--- config.mk ---
export PLATFORM = sky130hd
export DESIGN_NAME = mult_div_unit
export DESIGN_NICKNAME = d
export VERILOG_FILES = /design/src/rtl/mdu_pkg.sv /design/src/rtl/mdu_addsub.sv /design/src/rtl/mult_div_unit.sv
export SDC_FILE = /design/constraint.sdc
export NUM_CORES = 1
export LEC_CHECK = 0
export CORE_UTILIZATION = 35
export DETAILED_ROUTE_END_ITERATION = 6
export GPL_ROUTABILITY_DRIVEN = 0
export PLACE_DENSITY = 0.54
export SLEW_MARGIN = 20
export SYNTH_ARGS = -nofsm -noshare
export SYNTH_HDL_FRONTEND = slang
export SYNTH_SLANG_ARGS = --single-unit
--- constraint.sdc ---
create_clock -name clk -period 8.2 [get_ports clk]
set_clock_uncertainty 0.1 [all_clocks]
set_input_delay 0.82 -clock clk [delete_from_list [all_inputs] [get_ports clk]]
set_output_delay 0.82 -clock clk [all_outputs]
set_load 0.03 [all_outputs]
--- src/rtl/mdu_pkg.sv ---
// rtl/mdu_pkg.sv - op encodings, FSM states and defaults for mult_div_unit
package mdu_pkg;

  localparam int WIDTH_DEF = 32;

  localparam logic [2:0] MDU_MULT  = 3'b000;
  localparam logic [2:0] MDU_MULTU = 3'b001;
  localparam logic [2:0] MDU_DIV   = 3'b010;
  localparam logic [2:0] MDU_DIVU  = 3'b011;
  localparam logic [2:0] MDU_MTHI  = 3'b100;
  localparam logic [2:0] MDU_MTLO  = 3'b101;

  localparam logic [1:0] ST_IDLE = 2'd0;
  localparam logic [1:0] ST_RUN  = 2'd1;
  localparam logic [1:0] ST_FIX  = 2'd2;

endpackage

--- src/rtl/mdu_addsub.sv ---
// rtl/mdu_addsub.sv - W+1 bit adder/subtractor shared by multiply and divide steps
module mdu_addsub #(
  parameter int W = 32
) (
  input  logic [W:0] x,
  input  logic [W:0] y,
  input  logic       sub,
  output logic [W:0] res,
  output logic       cout
);

  logic [W+1:0] sum;

  // x + y, or x - y as x + ~y + 1; cout=1 on subtract means no borrow
  always_comb begin
    sum  = {1'b0, x} + {1'b0, (sub ? ~y : y)} + {{(W+1){1'b0}}, sub};
    res  = sum[W:0];
    cout = sum[W+1];
  end

endmodule

--- src/rtl/mult_div_unit.sv ---
// rtl/mult_div_unit.sv - iterative HI/LO multiply/divide unit (optional MDU_DIV_ZERO_TRAP_EN)
module mult_div_unit
  import mdu_pkg::*;
#(
  parameter int WIDTH = WIDTH_DEF,
  parameter int CNT_W = 6
) (
  input  logic             clk,
  input  logic             reset,
  input  logic             start,
  input  logic [2:0]       op,
  input  logic [WIDTH-1:0] a,
  input  logic [WIDTH-1:0] b,
  output logic             busy,
  output logic             done,
  output logic             div_zero,
  output logic [WIDTH-1:0] hi,
  output logic [WIDTH-1:0] lo
);

  logic [1:0]         state_q, state_d;
  logic [CNT_W-1:0]   cnt_q, cnt_d;
  logic               busy_q, busy_d;
  logic               done_q, done_d;
  logic               dz_q, dz_d;
  logic               fin_q, fin_d;     // result written, done pulse due next edge
  logic               trap_q, trap_d;   // divide-by-zero short cut taken
  logic               div_q, div_d;
  logic               sa_q, sa_d;       // sign of a (signed ops only)
  logic               sb_q, sb_d;
  logic [WIDTH-1:0]   hi_q, hi_d;
  logic [WIDTH-1:0]   lo_q, lo_d;
  logic [WIDTH-1:0]   ph_q, ph_d;       // product high half / partial remainder
  logic [WIDTH-1:0]   pl_q, pl_d;       // multiplier bits / quotient bits
  logic [WIDTH-1:0]   opnd_q, opnd_d;   // |a| for multiply, |b| for divide

  logic               accept;
  logic [WIDTH-1:0]   mag_a, mag_b;
  logic [WIDTH:0]     as_x, as_y, as_res;
  logic               as_cout;
  logic [2*WIDTH-1:0] prod;

  assign accept = start & ~busy_q;
  assign mag_a  = (~op[0] & a[WIDTH-1]) ? -a : a;
  assign mag_b  = (~op[0] & b[WIDTH-1]) ? -b : b;
  assign prod   = {ph_q, pl_q};

  // divide: shifted remainder minus divisor; multiply: high half plus multiplicand when the low bit is set
  assign as_x = div_q ? {ph_q, pl_q[WIDTH-1]} : {1'b0, ph_q};
  assign as_y = {1'b0, ((div_q | pl_q[0]) ? opnd_q : {WIDTH{1'b0}})};

  mdu_addsub #(.W(WIDTH)) u_addsub (
    .x    (as_x),
    .y    (as_y),
    .sub  (div_q),
    .res  (as_res),
    .cout (as_cout)
  );

  // FSM, iteration datapath and HI/LO update
  always_comb begin
    state_d = state_q;
    cnt_d   = cnt_q;
    busy_d  = busy_q;
    done_d  = 1'b0;
    dz_d    = 1'b0;
    fin_d   = fin_q;
    trap_d  = trap_q;
    div_d   = div_q;
    sa_d    = sa_q;
    sb_d    = sb_q;
    hi_d    = hi_q;
    lo_d    = lo_q;
    ph_d    = ph_q;
    pl_d    = pl_q;
    opnd_d  = opnd_q;
    case (state_q)
      ST_IDLE: begin
        if (fin_q) begin
          fin_d  = 1'b0;
          busy_d = 1'b0;
          done_d = 1'b1;
        end else if (accept) begin
          case (op)
            MDU_MTHI: hi_d = a;
            MDU_MTLO: lo_d = a;
            MDU_MULT, MDU_MULTU, MDU_DIV, MDU_DIVU: begin
              busy_d  = 1'b1;
              cnt_d   = '0;
              div_d   = op[1];
              sa_d    = ~op[0] & a[WIDTH-1];
              sb_d    = ~op[0] & b[WIDTH-1];
              opnd_d  = op[1] ? mag_b : mag_a;
              pl_d    = op[1] ? mag_a : mag_b;
              ph_d    = '0;
              trap_d  = 1'b0;
              state_d = ST_RUN;
`ifdef MDU_DIV_ZERO_TRAP_EN
              if (op[1] && (b == '0)) begin
                trap_d  = 1'b1;
                state_d = ST_FIX;
              end
`endif
            end
            default: ;
          endcase
        end
      end
      ST_RUN: begin
        if (div_q) begin
          ph_d = as_cout ? as_res[WIDTH-1:0] : as_x[WIDTH-1:0];
          pl_d = {pl_q[WIDTH-2:0], as_cout};
        end else begin
          ph_d = as_res[WIDTH:1];
          pl_d = {as_res[0], pl_q[WIDTH-1:1]};
        end
        if (cnt_q == CNT_W'(WIDTH - 1)) state_d = ST_FIX;
        else                            cnt_d   = cnt_q + 1'b1;
      end
      ST_FIX: begin
        state_d = ST_IDLE;
        cnt_d   = '0;
        if (trap_q) begin
          busy_d = 1'b0;
          done_d = 1'b1;
          dz_d   = 1'b1;
        end else begin
          fin_d = 1'b1;
          if (div_q) begin
            lo_d = (sa_q ^ sb_q) ? -pl_q : pl_q;
            hi_d = sa_q ? -ph_q : ph_q;
          end else begin
            {hi_d, lo_d} = (sa_q ^ sb_q) ? -prod : prod;
          end
        end
      end
      default: state_d = ST_IDLE;
    endcase
  end

  // state registers with asynchronous abort
  always_ff @(posedge clk or posedge reset) begin
    if (reset) begin
      state_q <= ST_IDLE;
      cnt_q   <= '0;
      busy_q  <= 1'b0;
      done_q  <= 1'b0;
      dz_q    <= 1'b0;
      fin_q   <= 1'b0;
      trap_q  <= 1'b0;
      div_q   <= 1'b0;
      sa_q    <= 1'b0;
      sb_q    <= 1'b0;
      hi_q    <= '0;
      lo_q    <= '0;
      ph_q    <= '0;
      pl_q    <= '0;
      opnd_q  <= '0;
    end else begin
      state_q <= state_d;
      cnt_q   <= cnt_d;
      busy_q  <= busy_d;
      done_q  <= done_d;
      dz_q    <= dz_d;
      fin_q   <= fin_d;
      trap_q  <= trap_d;
      div_q   <= div_d;
      sa_q    <= sa_d;
      sb_q    <= sb_d;
      hi_q    <= hi_d;
      lo_q    <= lo_d;
      ph_q    <= ph_d;
      pl_q    <= pl_d;
      opnd_q  <= opnd_d;
    end
  end

  assign busy     = busy_q;
  assign done     = done_q;
  assign div_zero = dz_q;
  assign hi       = hi_q;
  assign lo       = lo_q;

endmodule

==> impl_results.md <==
* Status: complete, no violations
* Detailed placement HPWL at 39060 um
* Critical path arrival at 5.33 ns
* Static Leak at approximately 6.8 nW
* Die area at 41190 sq um
* Worst hold path class: reg2reg
* Drt total wl at between 50000 and 60000 um
* DRT antenna net count at 0
* Final hold vios at 0
* Tightest Pin Transition at 1.158 ns
* Final Setup Violations at 0
* Clk root buf: clkbuf_16
* Peak VDD IR at around 150 uV
* YS warnings at 0
* Cell Pwr Density at a little over 400 nW/um^2
* Synth unique cells at 83
* Floorplan die width at 203.0 um
* Startpoint Class: register
* Final core utilization at 41.16%
* Reg2reg setup slack at slightly above 3 ns
* Layout cells sized above 1 at 7.676%
* Worst-skew pair later-pin latency at between 0.4 and 0.5 ns
* Mapped Area at ~14000 sq um
* Core area at 39820 sq um
* Reg-to-reg endpoint: pl_q[0]
* Post-CTS Hold Buffers at 0
* Slew margin rel. at 22.56%
* Post-layout power at about 6.8 mW
* Clk slew on worst S/H paths at 0.07 ns
* Sequential fraction of the synthesis area at 30.80%
* Worst Hold Depth at 2
* Area occupied by multi-input gates at 9175 sq um
* Maximum number of pins on one net before global-route repair at 90
* Post-synth EDFFs at 0
* Vias in the first global route at 12700
* Initial drt markers at about 1100
* Unrepaired setup endpoints after global routing: false
* Total GRT Usage at 25.19%
* Peak Freq at 196.6 MHz
* Crit path time final at 5.086 ns
* Setup TNS at 0 ns
* Worst-case clock buffer depth at 2
* Via count at 13546
* Seq. cell area at 4358 sq um
* Wirelength per Cell at 21.87 um
* Router iterations before antenna repair at 5
* CP Data Required Time at 8.44 ns
* Antenna violations before repair at 0
* Cells after synthesis at 1800
* Critical Path Fanout Max at 89
* CTS Sinks at about 170
* Initial core utilization at 35.49%
* Setup Buffers After CTS at 0
* Synth Net Count at 1907
* IO Pins at 137
* FF-to-FF Start: div_q
* Critical path class: reg2reg
* CTS tree: yes
* Total of max-cap violations at 0
* # DRC at 0
* H-tree Lvls at 4
* Yosys reg bits at 174
* CTS Buf Count at 17
* Asr flop ratio synth at 100.0%
* Layout area overhead at 15.96%
* FILL cells at 4058
* Crit end category: register
* Placement row count at 73
* Post-CTS Resized at 0
* Final net count at between 1500 and 2000
* Worst r2r path cells at 13
* Synth Flop Type: dfrtp_1
* Syn Area/Cell at 7.853 sq um
* Fin. max-slew vios at 0
* First-pass GRT wire length at 78930 um
* Final period util at a little over 60%
* Vias per inst at 5.694
* IO buf count at 135
* Die height at 203.0 um
* Min-Delay Startpoint: opnd_q[19]
* Hold endpoint: opnd_q[19]
* Grt ovf at 0
-- through the flow --
step | setup slack (ns) | cells | hold slack, ns | instance area, sq um
after floorplan | 2.563 | 1800 | 0.3573 | 14130
after global placement | 3.292 | 2343 | 0.3845 | 15790
after detailed placement | 3.181 | 2343 | 0.3909 | 15790
after CTS | 3.164 | 2375 | 0.4133 | 16380
after global routing | 2.819 | 2375 | 0.4419 | 16380
final | 3.114 | 2379 | 0.4057 | 16390
-- cell usage after synthesis (all sizes together), types with 11 or more instances --
library cell  number  area, sq um
nor2             166        623.1
or2               11        68.82
o21ai            261         1306
mux2              60        675.7
o221ai            18        157.7
ha                36        450.4
or3               17        111.4
a21oi            140        700.7
nor3              28        140.1
inv               30        112.6
nand3             17        85.08
buf               22        101.4
mux2i             71        710.7
clkbuf           112        420.4
a211oi            15        112.6
xor2              75        656.9
a31oi             21        131.4
nand2            244        915.9
dfrtp            174         4354
o31ai             25        201.4
xnor2             73        639.4
nor4              21        152.6
a21o              18        135.1
-- power by group --
group          total (mW)  switching (mW)  internal [mW]
clock               0.864           0.427          0.437
combinational        4.00            2.38           1.63
sequential           1.92           0.693           1.23
-- registers in the layout, summed over array words and instances, names as in the netlist --
name,flops
div_q,1
lo,32
opnd_q,32
done,1
sb_q,1
fin_q,1
pl_q,32
cnt_q,6
state_q,2
hi,32
sa_q,1
busy,1
ph_q,32
-- area by class of cell --
cell class	instances	share of cell area, %
well taps	525	4.008
clock buffers	17	2.595
flip-flops and latches	174	26.59
multi-input cells	1461	55.98
clock inverters	15	1.038
diodes	4	0.06107
repair buffers	152	8.992
inverters	31	0.7405
-- cells in the final DEF (no fill, tap or decap), drive strengths merged, types with 6 or more instances in the layout --
cell type      netlist  final
nor3                28     28
xnor2               73     73
o22ai                7      7
dfrtp              174    174
o41ai               10     10
or2                 11     11
xor2                75     75
nor2               166    166
or4                 10     10
buf                 22     18
mux2i               71     71
ha                  36     36
mux2                60     60
o21a                 7      7
o21ai              261    261
nand3b               6      6
nand4                8      8
nor2b                7      7
a211oi              15     15
nor4                21     21
or3                 17     17
a21o                18     18
clkbuf             112     17
o221ai              18     18
nand2b               8      8
clkdlybuf4s50        0    134
a21oi              140    140
a31oi               21     21
o211ai               7      7
o31ai               25     25
nand2              244    244
inv                 30     40
nand3               17     17
-- routing by layer --
layer	wire length [um]	part of all wire [%]	track usage, %	up-vias
li1	-	-	-	6514
met1	24080	46	35.66	6528
met2	23780	46	39.54	453
met3	3225	6.2	3.660	51
met4	947	1.8	7.385	0
met5	0	0	0	-
-- cell families after synthesis --
family | count (synthesis) | synth area share (%)
fa+ha+maj | 37 | 3.328
simple gates | 578 | 18.91
buf+inv | 165 | 4.514
xor+xnor | 148 | 9.171
other cells | 1 | 0.02653
compound gates | 566 | 23.44
flops | 174 | 30.80
mux | 131 | 9.808
-- how the worst max path moves through the flow --
stage / endpoint / depth (start not counted) / slack [ns] / from
5_1_grt: pl_q[0] / 13 / 2.82 / div_q
3_5_place_dp: pl_q[0] / 13 / 3.18 / div_q
6_report: pl_q[0] / 13 / 3.11 / div_q
4_1_cts: pl_q[0] / 13 / 3.16 / div_q
2_1_floorplan: busy / 1 / 2.56 / reset
3_3_place_gp: pl_q[0] / 13 / 3.29 / div_q
-- critical path, stage by stage, from the launching register on --
cell and delay, ns:
dfrtp_4 1.16, inv_1 0.54, buf_4 0.35, o21ai_0 0.19, ha_1 0.33, a21o_1 0.20, a21o_1 0.17, a21o_1 0.20
a2111oi_2 0.51, inv_1 0.16, o21ai_2 0.15, buf_4 0.35, o21ai_0 0.15, a221o_1 0.35
Note: power is estimated with default switching activity, not from simulation.
